$ cat config.mk
export PLATFORM = sky130hd
export DESIGN_NAME = mem_ctrl
export DESIGN_NICKNAME = d
export VERILOG_FILES = /design/src/rtl/mem_ctrl.sv
export SDC_FILE = /design/constraint.sdc
export NUM_CORES = 1
export LEC_CHECK = 0
export CORE_MARGIN = 10
export CORE_UTILIZATION = 54
export DETAILED_ROUTE_END_ITERATION = 10
export PLACE_DENSITY = 0.81
export SETUP_SLACK_MARGIN = 0.3
export SYNTH_ARGS = -nofsm -noshare
export SYNTH_HDL_FRONTEND = slang
export SYNTH_SLANG_ARGS = --single-unit
$ cat constraint.sdc
create_clock -name clk -period 4.85 [get_ports clk]
set_clock_uncertainty 0.1 [all_clocks]
set_input_delay 0.485 -clock clk [delete_from_list [all_inputs] [get_ports clk]]
set_output_delay 0.485 -clock clk [all_outputs]
set_load 0.01 [all_outputs]
$ cat src/rtl/mem_ctrl.sv
// rtl/mem_ctrl.sv - byte-serial memory controller between the IF/MEM stages and an 8-bit RAM
module mem_ctrl #(
    parameter int ADDR_W = 32
) (
    input  logic              clk,
    input  logic              rst,
    input  logic              rdy,
    input  logic              if_req,
    input  logic [ADDR_W-1:0] if_addr,
    output logic [31:0]       if_inst,
    output logic              if_done,
    input  logic              mem_load_enable,
    input  logic              mem_store_enable,
    input  logic [ADDR_W-1:0] mem_addr,
    input  logic [2:0]        mem_funct3,
    input  logic [31:0]       mem_wdata,
    output logic [31:0]       mem_rdata,
    output logic              mem_done,
    output logic              mem_stall,
    input  logic [7:0]        ram_din,
    output logic [7:0]        ram_dout,
    output logic [ADDR_W-1:0] ram_a,
    output logic              ram_wr
);

    typedef enum logic [1:0] {IDLE, READ, WRITE, DONE} state_t;

    localparam logic [ADDR_W-1:0] ADDR_ONE = {{(ADDR_W-1){1'b0}}, 1'b1};

    state_t            state_q, state_d;
    logic [ADDR_W-1:0] addr_q, addr_d;
    logic [2:0]        f3_q, f3_d;
    logic [31:0]       wdata_q, wdata_d;
    logic [1:0]        last_q, last_d;      // index of the final byte (n-1)
    logic              fetch_q, fetch_d;
    logic [1:0]        cnt_q, cnt_d;        // index of the byte whose address is on ram_a
    logic [1:0]        cap_q, cap_d;        // index of the next byte to capture
    logic              din_ok_q, din_ok_d;  // ram_din this cycle carries byte cap_q
    logic [31:0]       buf_q, buf_d;
    logic [ADDR_W-1:0] ram_a_q, ram_a_d;
    logic [7:0]        ram_dout_q, ram_dout_d;
    logic              wr_q, wr_d;
    logic [31:0]       if_inst_q, if_inst_d;
    logic              if_done_q, if_done_d;
    logic [31:0]       mem_rdata_q, mem_rdata_d;
    logic              mem_done_q, mem_done_d;
    logic [31:0]       word;
    logic [1:0]        cap_n;

    function automatic logic [1:0] size_last(input logic [2:0] f3);
        logic [1:0] r;
        if (f3[1])      r = 2'd3;
        else if (f3[0]) r = 2'd1;
        else            r = 2'd0;
        return r;
    endfunction

    function automatic logic [7:0] byte_sel(input logic [31:0] w, input logic [1:0] i);
        logic [7:0] r;
        case (i)
            2'd0:    r = w[7:0];
            2'd1:    r = w[15:8];
            2'd2:    r = w[23:16];
            default: r = w[31:24];
        endcase
        return r;
    endfunction

    function automatic logic [31:0] put_byte(input logic [31:0] w, input logic [1:0] i,
                                             input logic [7:0] b);
        logic [31:0] r;
        case (i)
            2'd0:    r = {w[31:8], b};
            2'd1:    r = {w[31:16], b, w[7:0]};
            2'd2:    r = {w[31:24], b, w[15:0]};
            default: r = {b, w[23:0]};
        endcase
        return r;
    endfunction

    function automatic logic [31:0] extend_load(input logic [31:0] w, input logic [2:0] f3);
        logic [31:0] r;
        if (f3[1])      r = w;
        else if (f3[0]) r = f3[2] ? {16'h0000, w[15:0]} : {{16{w[15]}}, w[15:0]};
        else            r = f3[2] ? {24'h000000, w[7:0]} : {{24{w[7]}}, w[7:0]};
        return r;
    endfunction

    // Next-state and next-output logic; rdy=0 freezes everything except the read-data validity flag
    always_comb begin
        state_d     = state_q;
        addr_d      = addr_q;
        f3_d        = f3_q;
        wdata_d     = wdata_q;
        last_d      = last_q;
        fetch_d     = fetch_q;
        cnt_d       = cnt_q;
        cap_d       = cap_q;
        din_ok_d    = din_ok_q;
        buf_d       = buf_q;
        ram_a_d     = ram_a_q;
        ram_dout_d  = ram_dout_q;
        wr_d        = wr_q;
        if_inst_d   = if_inst_q;
        if_done_d   = if_done_q;
        mem_rdata_d = mem_rdata_q;
        mem_done_d  = mem_done_q;
        word        = put_byte(buf_q, cap_q, ram_din);
        cap_n       = cap_q + {1'b0, din_ok_q};

        if (rdy) begin
            if_done_d  = 1'b0;
            mem_done_d = 1'b0;
            case (state_q)
                IDLE: begin
                    wr_d     = 1'b0;
                    cnt_d    = 2'd0;
                    cap_d    = 2'd0;
                    din_ok_d = 1'b0;
                    buf_d    = 32'h0;
                    if (mem_store_enable) begin
                        state_d    = WRITE;
                        addr_d     = mem_addr;
                        f3_d       = mem_funct3;
                        wdata_d    = mem_wdata;
                        last_d     = size_last(mem_funct3);
                        fetch_d    = 1'b0;
                        ram_a_d    = mem_addr;
                        ram_dout_d = mem_wdata[7:0];
                        wr_d       = 1'b1;
                    end else if (mem_load_enable) begin
                        state_d = READ;
                        addr_d  = mem_addr;
                        f3_d    = mem_funct3;
                        last_d  = size_last(mem_funct3);
                        fetch_d = 1'b0;
                        ram_a_d = mem_addr;
                    end else if (if_req) begin
                        state_d = READ;
                        addr_d  = if_addr;
                        f3_d    = 3'b010;
                        last_d  = 2'd3;
                        fetch_d = 1'b1;
                        ram_a_d = if_addr;
                    end
                end
                WRITE: begin
                    if (cnt_q == last_q) begin
                        wr_d       = 1'b0;
                        state_d    = DONE;
                        mem_done_d = 1'b1;
                    end else begin
                        cnt_d      = cnt_q + 2'd1;
                        ram_a_d    = ram_a_q + ADDR_ONE;
                        ram_dout_d = byte_sel(wdata_q, cnt_q + 2'd1);
                    end
                end
                READ: begin
                    if (din_ok_q) begin
                        buf_d = word;
                        cap_d = cap_n;
                    end
                    if (din_ok_q && cap_q == last_q) begin
                        state_d  = DONE;
                        din_ok_d = 1'b0;
                        if (fetch_q) begin
                            if_inst_d = word;
                            if_done_d = 1'b1;
                        end else begin
                            mem_rdata_d = extend_load(word, f3_q);
                            mem_done_d  = 1'b1;
                        end
                    end else if (cnt_q == cap_n) begin
                        // Pipeline in step: next cycle's ram_din belongs to byte cap_n
                        din_ok_d = 1'b1;
                        if (cnt_q != last_q) begin
                            cnt_d   = cnt_q + 2'd1;
                            ram_a_d = ram_a_q + ADDR_ONE;
                        end
                    end else begin
                        // A stall let the address run ahead of the data; re-present the pending byte
                        din_ok_d = 1'b0;
                        cnt_d    = cap_n;
                        ram_a_d  = addr_q + {{(ADDR_W-2){1'b0}}, cap_n};
                    end
                end
                default: begin
                    state_d = IDLE;
                end
            endcase
        end else if (state_q == READ) begin
            // ram_a is held, so the RAM keeps returning the byte at ram_a
            din_ok_d = (cnt_q == cap_q);
        end
    end

    // State and output registers
    always_ff @(posedge clk or negedge rst) begin
        if (!rst) begin
            state_q     <= IDLE;
            addr_q      <= '0;
            f3_q        <= 3'b000;
            wdata_q     <= 32'h0;
            last_q      <= 2'd0;
            fetch_q     <= 1'b0;
            cnt_q       <= 2'd0;
            cap_q       <= 2'd0;
            din_ok_q    <= 1'b0;
            buf_q       <= 32'h0;
            ram_a_q     <= '0;
            ram_dout_q  <= 8'h00;
            wr_q        <= 1'b0;
            if_inst_q   <= 32'h0;
            if_done_q   <= 1'b0;
            mem_rdata_q <= 32'h0;
            mem_done_q  <= 1'b0;
        end else begin
            state_q     <= state_d;
            addr_q      <= addr_d;
            f3_q        <= f3_d;
            wdata_q     <= wdata_d;
            last_q      <= last_d;
            fetch_q     <= fetch_d;
            cnt_q       <= cnt_d;
            cap_q       <= cap_d;
            din_ok_q    <= din_ok_d;
            buf_q       <= buf_d;
            ram_a_q     <= ram_a_d;
            ram_dout_q  <= ram_dout_d;
            wr_q        <= wr_d;
            if_inst_q   <= if_inst_d;
            if_done_q   <= if_done_d;
            mem_rdata_q <= mem_rdata_d;
            mem_done_q  <= mem_done_d;
        end
    end

    assign ram_a     = ram_a_q;
    assign ram_dout  = ram_dout_q;
    assign ram_wr    = wr_q & rdy;
    assign if_inst   = if_inst_q;
    assign mem_rdata = mem_rdata_q;
    assign if_done   = if_done_q & rdy;
    assign mem_done  = mem_done_q & rdy;
    assign mem_stall = (mem_load_enable | mem_store_enable | if_req) & ~(mem_done | if_done);

endmodule

==> flow_metrics.tcl <==
set metrics [dict create \
    yosys_warnings 0 \
    fin_crit_sh_pct 73.6 \
    required_ns 5.14 \
    n_fill_cell 1605 \
    yosys-top-cells-area "dfrtp_1 48%, mux2i_1 6.6%, o21ai_0 6.1%" \
    status "finished clean" \
    fin_hold_ws_ns 0.0660 \
    cts_resized 0 \
    synth_edf_count 0 \
    use_met1_pct 30.2 \
    initial_core_util_pct 55.2 \
    synth_area_per_cell_um2 9.45 \
    dieArea_um2 26900 \
    power_mw 8.46 \
    synth_most_common_cell "dfrtp_1" \
    die_w_um 164 \
    rows 52 \
    drt_iter0_markers 847 \
    yosysTopAreaCellShare_pct 48.0 \
    numPortBuffers 220 \
    use_met3_pct 5.81 \
    dr_total_vias 9942 \
    start_kind "register" \
    grt_pass1_wl_um 52600 \
    areaGrowthSynthToFinish_pct 27.5 \
    ys_seq_area_share_pct 48.0 \
    postCtsSetupBuffers 0 \
    nets 1490 \
    postRouteWirelength_um 33000 \
    track_usage_pct 23.9 \
    reg2reg_slack_ns 1.28 \
    period_needed_ns 3.57 \
    grt_start_max_net_pins 131 \
    grt_pass1_vias 10100 \
    max_slew.worst_pin.slew_ns 1.24 \
    antenna_found_initial 2 \
    synth_top_cells_by_count "215 x dfrtp_1, 157 x nand2_1, 137 x o21ai_0" \
    top_usage_layer "met2" \
    place.gp.congestion 0.910 \
    hp-class "input pin to asynchronous set/reset pin" \
    synth_area_um2 11200 \
    p_leak_nw 6.26 \
    synth-seq-cells 215 \
    rsz0062_at_grt "false" \
    fmax_mhz 280 \
    final_hold_viol_count 0 \
    setup_viol 0 \
    synthFlopType "dfrtp_1" \
    cts_tree "built" \
    cts_buffers 23 \
    reg2reg_from "state_q[0]" \
    r2r-end "ram_a[13]" \
    finish.utilization_pct 70.4 \
    reg2reg_depth 9 \
    dp_cells 1609 \
    relSlewSlack_pct 17.4 \
    clock_latency_ns 0.51 \
    grtUsageMet2_pct 39.2 \
    grt_overflow 0 \
    async_flop_share_pct 100 \
    maxCapViolations 0 \
    cts-root-buf "clkbuf_16" \
    post-dp-hpwl_um 23200 \
    fin_cells 1651 \
    first_pass_iters 5 \
    ctsHoldBuffers 0 \
    synthCells 1185 \
    core_um2 20300 \
    powerDensity_nw_per_um2 592 \
    clk_path_buf_depth 3 \
    arrival_ns 3.85 \
    end_kind "register" \
    cts_sinks 215 \
    critPathMaxFanout 20 \
    tns_ns 0 \
    io_pins 221 \
    viasPerCell 6.02 \
    critPathKind "register to register" \
    synth_cell_type_count 60 \
    vdd_drop_max_mv 0.326 \
    layout-drive-gt1-share_pct 6.74 \
    htree_levels 1 \
    syn_nets 1311 \
    post_drt_wl_per_cell_um 20.0 \
    synth.largest_area_cell "dfrtp_1" \
    ant_nets 0 \
    slew_viol_final 0 \
    clkSlewWorstSetupHoldPaths_ns 0.06 \
    fp.dieH_um 164 \
    drcViolationCount 0 \
]
## power breakdown
group          total (mW)  internal, mW  switching [mW]
combinational        3.61          1.66            1.95
sequential           3.12          2.42           0.697
clock                1.72          1.01           0.710
total                8.46          5.10            3.36
## through the flow
step	worst slack [ns]	cell area, um^2
after global routing	1.04	14300
after global placement	1.50	13600
after floorplan	2.03	11200
after CTS	1.34	14300
after detailed placement	1.37	13600
final	1.28	14300
## critical path: stages, from the launching register on
cell and delay [ns]:
dfrtp_1 0.42, inv_1 0.10, ha_1 0.69, inv_1 0.13, o31ai_1 0.42, a2111o_1 0.30
or2_1 0.55, buf_4 0.36, nor3_1 0.08, a221o_1 0.28
## per-layer routing
| layer | vias up | share of wire, % |
|---|---|---|
| met5 | - | 0.039 |
| li1 | 4601 | - |
| met1 | 4762 | 40 |
| met2 | 493 | 48 |
| met3 | 84 | 9.4 |
| met4 | 2 | 2.9 |
## kinds of logic (layout without fill, tap and decap cells)
| group | after synthesis | after routing | synth area share, % |
|---|---|---|---|
| flip-flops | 215 | 215 | 48.0 |
| AO/OA/AOI/OAI | 299 | 299 | 16.4 |
| adder cells (fa/ha/maj) | 13 | 13 | 1.52 |
| other | 0 | 2 | 0 |
| AND/OR/NAND/NOR | 399 | 399 | 16.3 |
| buffers and inverters | 99 | 293 | 3.55 |
| XOR/XNOR | 52 | 52 | 4.19 |
| multiplexers | 108 | 108 | 10.0 |
## cell type report
type                            count  area [um^2]  area share [%]
Timing Repair Buffer              233         2320            16.2
Inverter                           20         75.1           0.525
Multi-Input combinational cell    871         5450            38.1
Tap cell                          270          338            2.36
Sequential cell                   215         5380            37.7
Clock inverter                      9          101           0.709
Antenna cell                        2         5.00          0.0350
Clock buffer                       31          626            4.38
## sequential cells by signal, summed over array words and instances (netlist names)
signal      count
cnt_q           2
mem_rdata      32
ram_dout        8
wdata_q        32
if_done_q       1
buf_q          32
cap_q           2
f3_q            3
last_q          1
ram_a          32
mem_done_q      1
state_q         2
addr_q         32
din_ok_q        1
fetch_q         1
if_inst        32
wr_q            1
## worst max path at each step
stage,startpoint,to,slack (ns),depth (start not counted)
3_3_place_gp,rdy,ram_a[15],1.50,6
6_report,state_q[0],ram_a[13],1.28,9
5_1_grt,state_q[0],ram_a[17],1.04,9
3_5_place_dp,state_q[0],ram_a[13],1.37,9
2_1_floorplan,din_ok_q,ram_a[24],2.03,10
4_1_cts,state_q[0],ram_a[13],1.34,9
## cell usage in the layout, fill, tap and decap left out, drive strengths merged, types with 3 or more instances in the layout
cell           instances
clkdlybuf4s50        219
dfrtp                215
nand2                157
o21ai                138
nor2                  97
mux2i                 74
a21oi                 61
mux2                  34
clkbuf                32
xor2                  29
nand3                 28
nand4                 25
xnor2                 22
and2                  22
nor3                  22
inv                   21
o31ai                 20
nor4                  16
a22o                  15
and3                  13
buf                   13
ha                    12
a222oi                 8
and4                   7
a211oi                 7
o221ai                 7
o22ai                  5
clkinv                 5
or2                    5
a21o                   4
o41ai                  4
a221oi                 4
o211ai                 3
a221o                  3
a31oi                  3
Power figures use the tool's default switching activity.
